**src/rtl/log_hdr_rd_arb.sv**
```systemverilog
// Two-requester round-robin arbiter for the log header memory read port.
// An in-order owner FIFO steers each memory response back to the requester that issued it.

package log_hdr_rd_arb_pkg;
  localparam int LOG_HDR_DEPTH_W = 8;
  localparam int LOG_ENTRY_HDR_W = 32;
endpackage

module log_hdr_rd_arb
  import log_hdr_rd_arb_pkg::*;
#(
  parameter int OUTSTANDING   = 4,
  parameter int OUTSTANDING_W = $clog2(OUTSTANDING)
) (
  input  logic                       clk,
  input  logic                       rst,
  input  logic                       req0_rd_req_val,
  input  logic [LOG_HDR_DEPTH_W-1:0] req0_rd_req_addr,
  output logic                       req0_rd_req_rdy,
  output logic                       req0_rd_resp_val,
  output logic [LOG_ENTRY_HDR_W-1:0] req0_rd_resp_data,
  input  logic                       req0_rd_resp_rdy,
  input  logic                       req1_rd_req_val,
  input  logic [LOG_HDR_DEPTH_W-1:0] req1_rd_req_addr,
  output logic                       req1_rd_req_rdy,
  output logic                       req1_rd_resp_val,
  output logic [LOG_ENTRY_HDR_W-1:0] req1_rd_resp_data,
  input  logic                       req1_rd_resp_rdy,
  output logic                       arb_log_hdr_mem_rd_req_val,
  output logic [LOG_HDR_DEPTH_W-1:0] arb_log_hdr_mem_rd_req_addr,
  input  logic                       log_hdr_mem_arb_rd_req_rdy,
  input  logic                       log_hdr_mem_arb_rd_resp_val,
  input  logic [LOG_ENTRY_HDR_W-1:0] log_hdr_mem_arb_rd_resp_data,
  output logic                       arb_log_hdr_mem_rd_resp_rdy,
  output logic                       arb_idle,
  output logic                       arb_err_unexp_resp
);

  localparam logic [OUTSTANDING_W:0]   FULL_CNT = (OUTSTANDING_W + 1)'(OUTSTANDING);
  localparam logic [OUTSTANDING_W:0]   CNT_ONE  = (OUTSTANDING_W + 1)'(1);
  localparam logic [OUTSTANDING_W-1:0] PTR_ONE  = OUTSTANDING_W'(1);

  logic                     rr_ptr_q, rr_ptr_d;
  logic [OUTSTANDING-1:0]   owner_q, owner_d;
  logic [OUTSTANDING_W-1:0] wr_ptr_q, wr_ptr_d;
  logic [OUTSTANDING_W-1:0] rd_ptr_q, rd_ptr_d;
  logic [OUTSTANDING_W:0]   count_q, count_d;
  logic                     err_q, err_d;

  logic full_s, empty_s, grant_s, req_hs_s, resp_hs_s, head_s, head_rdy_s;

  assign full_s  = (count_q == FULL_CNT);
  assign empty_s = (count_q == {(OUTSTANDING_W + 1){1'b0}});

  // Request path: grant uses only registered rr_ptr and current valids, never any rdy.
  always_comb begin
    if (req0_rd_req_val && req1_rd_req_val) begin
      grant_s = rr_ptr_q;
    end else begin
      grant_s = req1_rd_req_val;
    end
    arb_log_hdr_mem_rd_req_val  = rst & (req0_rd_req_val | req1_rd_req_val) & ~full_s;
    arb_log_hdr_mem_rd_req_addr = grant_s ? req1_rd_req_addr : req0_rd_req_addr;
    req0_rd_req_rdy = rst & log_hdr_mem_arb_rd_req_rdy & ~full_s & req0_rd_req_val & ~grant_s;
    req1_rd_req_rdy = rst & log_hdr_mem_arb_rd_req_rdy & ~full_s & req1_rd_req_val & grant_s;
    req_hs_s        = arb_log_hdr_mem_rd_req_val & log_hdr_mem_arb_rd_req_rdy;
  end

  // Response path: data is broadcast, only the FIFO head owner sees valid.
  always_comb begin
    head_s                      = owner_q[rd_ptr_q];
    head_rdy_s                  = head_s ? req1_rd_resp_rdy : req0_rd_resp_rdy;
    req0_rd_resp_val            = rst & log_hdr_mem_arb_rd_resp_val & ~empty_s & ~head_s;
    req1_rd_resp_val            = rst & log_hdr_mem_arb_rd_resp_val & ~empty_s & head_s;
    req0_rd_resp_data           = log_hdr_mem_arb_rd_resp_data;
    req1_rd_resp_data           = log_hdr_mem_arb_rd_resp_data;
    arb_log_hdr_mem_rd_resp_rdy = rst & ~empty_s & head_rdy_s;
    resp_hs_s                   = log_hdr_mem_arb_rd_resp_val & arb_log_hdr_mem_rd_resp_rdy;
  end

  // Next-state: owner FIFO push/pop, round-robin pointer, sticky error.
  always_comb begin
    rr_ptr_d = rr_ptr_q;
    owner_d  = owner_q;
    wr_ptr_d = wr_ptr_q;
    rd_ptr_d = rd_ptr_q;
    count_d  = count_q;
    err_d    = err_q;
    if (req_hs_s) begin
      owner_d[wr_ptr_q] = grant_s;
      wr_ptr_d          = wr_ptr_q + PTR_ONE;
      if (req0_rd_req_val && req1_rd_req_val) begin
        rr_ptr_d = ~grant_s;
      end else begin
        rr_ptr_d = rr_ptr_q;
      end
    end else begin
      wr_ptr_d = wr_ptr_q;
    end
    if (resp_hs_s) begin
      rd_ptr_d = rd_ptr_q + PTR_ONE;
    end else begin
      rd_ptr_d = rd_ptr_q;
    end
    case ({req_hs_s, resp_hs_s})
      2'b10:   count_d = count_q + CNT_ONE;
      2'b01:   count_d = count_q - CNT_ONE;
      default: count_d = count_q;
    endcase
    if (log_hdr_mem_arb_rd_resp_val && empty_s) begin
      err_d = 1'b1;
    end else begin
      err_d = err_q;
    end
  end

  // State registers; reset discards every outstanding owner entry.
  always_ff @(posedge clk or negedge rst) begin
    if (!rst) begin
      rr_ptr_q <= 1'b0;
      owner_q  <= {OUTSTANDING{1'b0}};
      wr_ptr_q <= {OUTSTANDING_W{1'b0}};
      rd_ptr_q <= {OUTSTANDING_W{1'b0}};
      count_q  <= {(OUTSTANDING_W + 1){1'b0}};
      err_q    <= 1'b0;
    end else begin
      rr_ptr_q <= rr_ptr_d;
      owner_q  <= owner_d;
      wr_ptr_q <= wr_ptr_d;
      rd_ptr_q <= rd_ptr_d;
      count_q  <= count_d;
      err_q    <= err_d;
    end
  end

  assign arb_idle           = empty_s;
  assign arb_err_unexp_resp = err_q;

endmodule

```
**config.mk**
```make
export PLATFORM = sky130hd
export DESIGN_NAME = log_hdr_rd_arb
export DESIGN_NICKNAME = d
export VERILOG_FILES = /design/src/rtl/log_hdr_rd_arb.sv
export SDC_FILE = /design/constraint.sdc
export NUM_CORES = 1
export LEC_CHECK = 0
export CAP_MARGIN = 40
export CORE_ASPECT_RATIO = 1.2
export CORE_MARGIN = 4
export CORE_UTILIZATION = 27
export CTS_BUF_LIST = sky130_fd_sc_hd__clkbuf_8
export DETAILED_ROUTE_END_ITERATION = 8
export HOLD_SLACK_MARGIN = 0.12
export PLACE_DENSITY = 0.78
export SYNTH_ARGS = -nofsm -noshare
export SYNTH_HDL_FRONTEND = slang
export SYNTH_SLANG_ARGS = --single-unit
```
**constraint.sdc**
```tcl
create_clock -name clk -period 2.2 [get_ports clk]
set_clock_uncertainty 0.15 [all_clocks]
set_input_delay 0.33 -clock clk [delete_from_list [all_inputs] [get_ports clk]]
set_output_delay 0.33 -clock clk [all_outputs]
set_load 0.005 [all_outputs]
```
==> qor.yml <==
fin_area_um2: 1560
setup_ws_ns: -0.0681
nets: 225
grt_pass1_wl_mm: 3.88
area_growth_pct: 15.4
netlist_top_cells_count: "buf_4 (64), nand2_1 (30), dfrtp_1 (13), inv_1 (8), mux2i_1 (7)"
drc_errors: 0
worst-endpoint-arrival_ns: 2.28
numCtsBuffers: 3
power_density_nw_per_um2: 927
wl_mm: 2.43
crit_required_ns: 2.22
path_clk_slew_ns: 0.05
syn_inst: 161
grt-ovfl-total: 0
crit_top_cell: "mux2i_1"
vias: 900
placed_area_um2: 1480
synth_top_area_share: 0.357
hpwl_mm: 1.96
period_share: 1.03
via_per_inst: 4.09
whs_ns: 0.305
status: "complete, but fails checks"
final.setup.tns_ns: -0.0681
relSlewSlack: 0.795
yosysMostFrequentCell: "buf_4"
rows: 27
yosys_register_bits: 13
fin_crit_ns: 2.27
synthFlopType: "dfrtp_1"
die_w_um: 72.5
drtAntennaViolNets: 0
ctsHtreeMaxLevel: 1
antenna_cells: 0
violations: "setup timing"
clockRootBuffer: "clkbuf_8"
power_mw: 1.44
antenna_found_initial: 0
drv_cap: 0
critical-path-max-stage-delay_ns: 0.39
die_area_um2: 6190
start_kind: "flop"
worst_pin_slew_ns: 0.306
io_pins: 136
fmax_mhz: 441
syn_nets: 223
avgSynthCellArea_um2: 8.37
drv_slew: 0
drt_iter0_markers: 6
syn_area_um2: 1350
synth.distinct_cells: 25
cts_tree: "done"
synth_top_area_cell: "buf_4"
grt_pass1_vias: 910
place_congestion: 0.734
synth-edff-count: 0
rsz0062_at_grt: "true"
grt_max_degree: 13
first_pass_iters: 4
drive_gt1_frac: 0.216
initial_core_util: 0.287
wl_per_cell_um: 11.0
yosysWarnings: 0
p_leak_nw: 0.746
hold_viol: 0
clock_path_buffers: 2
dpl.cell_count: 213
track_usage: 0.0762
path_cells: "mux2i_1, mux2i_1, mux2i_1, nor2_1, ha_2, inv_2, fa_2, xor2_1, nor2_1, xor2_1"
crit_path_end_kind: "flop"
yosysSeqAreaShare: 0.241
die_y_um: 85.4
hp-class: "flop to flop"
stdcell_count: 220
synth_area_leaders: "buf_4 (36%), dfrtp_1 (24%), nand2_1 (8.4%)"
clock_sinks: 13
async_reset_ff_frac: 1.00
core_area_um2: 4700
worstPathMaxFanout: 3
numPortBuffers: 39
cpMaxStageDelayCell: "dfrtp_1"
vdd_drop_max_uv: 211
crit_type: "flop to flop"
insertion_delay_ns: 0.24
setup-violations-final: 1
==> where the power goes <==
group | switching (mW) | total (mW) | internal (mW)
logic | 0.319 | 0.790 | 0.471
clock network | 0.0804 | 0.203 | 0.123
registers | 0.0901 | 0.449 | 0.359
==> flip-flops by register name, summed over array words and instances, names as in the netlist <==
register,flops
owner_q,4
wr_ptr_q,2
arb_err_unexp_resp,1
rr_ptr_q,1
rd_ptr_q,2
count_q,3
==> layer usage <==
metal  track usage  wire (µm)
met3        0.0178        128
met5             0          0
met2         0.131       1380
met4        0.0520         41
met1        0.0810        875
==> cell families (layout without fill, tap and decap cells) <==
group / after synthesis / in the layout / share of synthesized area
buffers and inverters: 73 / 74 / 0.382
AND/OR/NAND/NOR: 42 / 42 / 0.133
flip-flops: 13 / 13 / 0.241
multiplexers: 11 / 11 / 0.0882
AO/OA/AOI/OAI: 10 / 10 / 0.0557
adder cells (fa/ha/maj): 6 / 6 / 0.0613
XOR/XNOR: 6 / 6 / 0.0390
==> repair_timing <==
item / CTS / global route
buffers inserted: 1 / 0
pin swaps: 4 / 3
cloned: 1 / 0
hold buffers: 1 / 0
resized for setup: 16 / 2
endpoints found under the hold margin: 13 / 0
setup endpoints to repair: 16 / 6
==> critical path: cells and delay by family (launching register included) <==
| kind | cells | cell delay, ns |
|---|---|---|
| multiplexers | 3 | 0.55 |
| buffers and inverters | 1 | 0.04 |
| flip-flops | 1 | 0.39 |
| AND/OR/NAND/NOR | 2 | 0.24 |
| XOR/XNOR | 2 | 0.28 |
| adder cells (fa/ha/maj) | 2 | 0.54 |
==> per-stage QoR <==
step / setup WS, ns / util
2_1_floorplan: -0.0204 / -
3_3_place_gp: -0.263 / 0.314
3_5_place_dp: -0.283 / 0.314
4_1_cts: -0.143 / 0.332
5_1_grt: -0.248 / 0.331
6_report: -0.0681 / 0.331
==> area by class of cell <==
cell class,instances,area (µm²)
Clock buffer,3,41.3
Sequential cell,13,325
Timing Repair Buffer,62,554
Clock inverter,1,3.75
Inverter,8,30.0
Fill cell,459,3140
Multi-Input combinational cell,75,528
Tap cell,58,72.6
==> path summary, 6_finish.rpt <==
kind | end | from | slack, ns | cells past startpoint
worst min register to register | arb_err_unexp_resp$_DFFE_PN0P_ | arb_err_unexp_resp$_DFFE_PN0P_ | 0.30 | 1
min in group asynchronous | arb_err_unexp_resp$_DFFE_PN0P_ | rst | 0.43 | 2
worst min-delay path | arb_err_unexp_resp$_DFFE_PN0P_ | arb_err_unexp_resp$_DFFE_PN0P_ | 0.30 | 1
max in group asynchronous | rd_ptr_q[0]$_DFFE_PN0P_ | rst | 1.11 | 3
worst max register to register | count_q[2]$_DFFE_PN0P_ | rd_ptr_q[1]$_DFFE_PN0P_ | -0.07 | 10
worst max-delay path | count_q[2]$_DFFE_PN0P_ | rd_ptr_q[1]$_DFFE_PN0P_ | -0.07 | 10
==> cell usage in the layout, fill, tap and decap left out, types with 3 or more instances in the layout <==
cell	synthesis	routed
buf_4	64	21
clkbuf_8	0	3
clkdlybuf4s50_1	0	31
dfrtp_1	13	13
dlygate4sd2_1	0	7
ha_1	5	4
inv_1	8	7
mux2_1	3	3
mux2i_1	7	7
nand2_1	30	30
nor2_1	5	5
nor3_1	3	3
xnor2_1	3	3
xor2_1	3	3
Note: power is estimated with default switching activity, not from simulation.
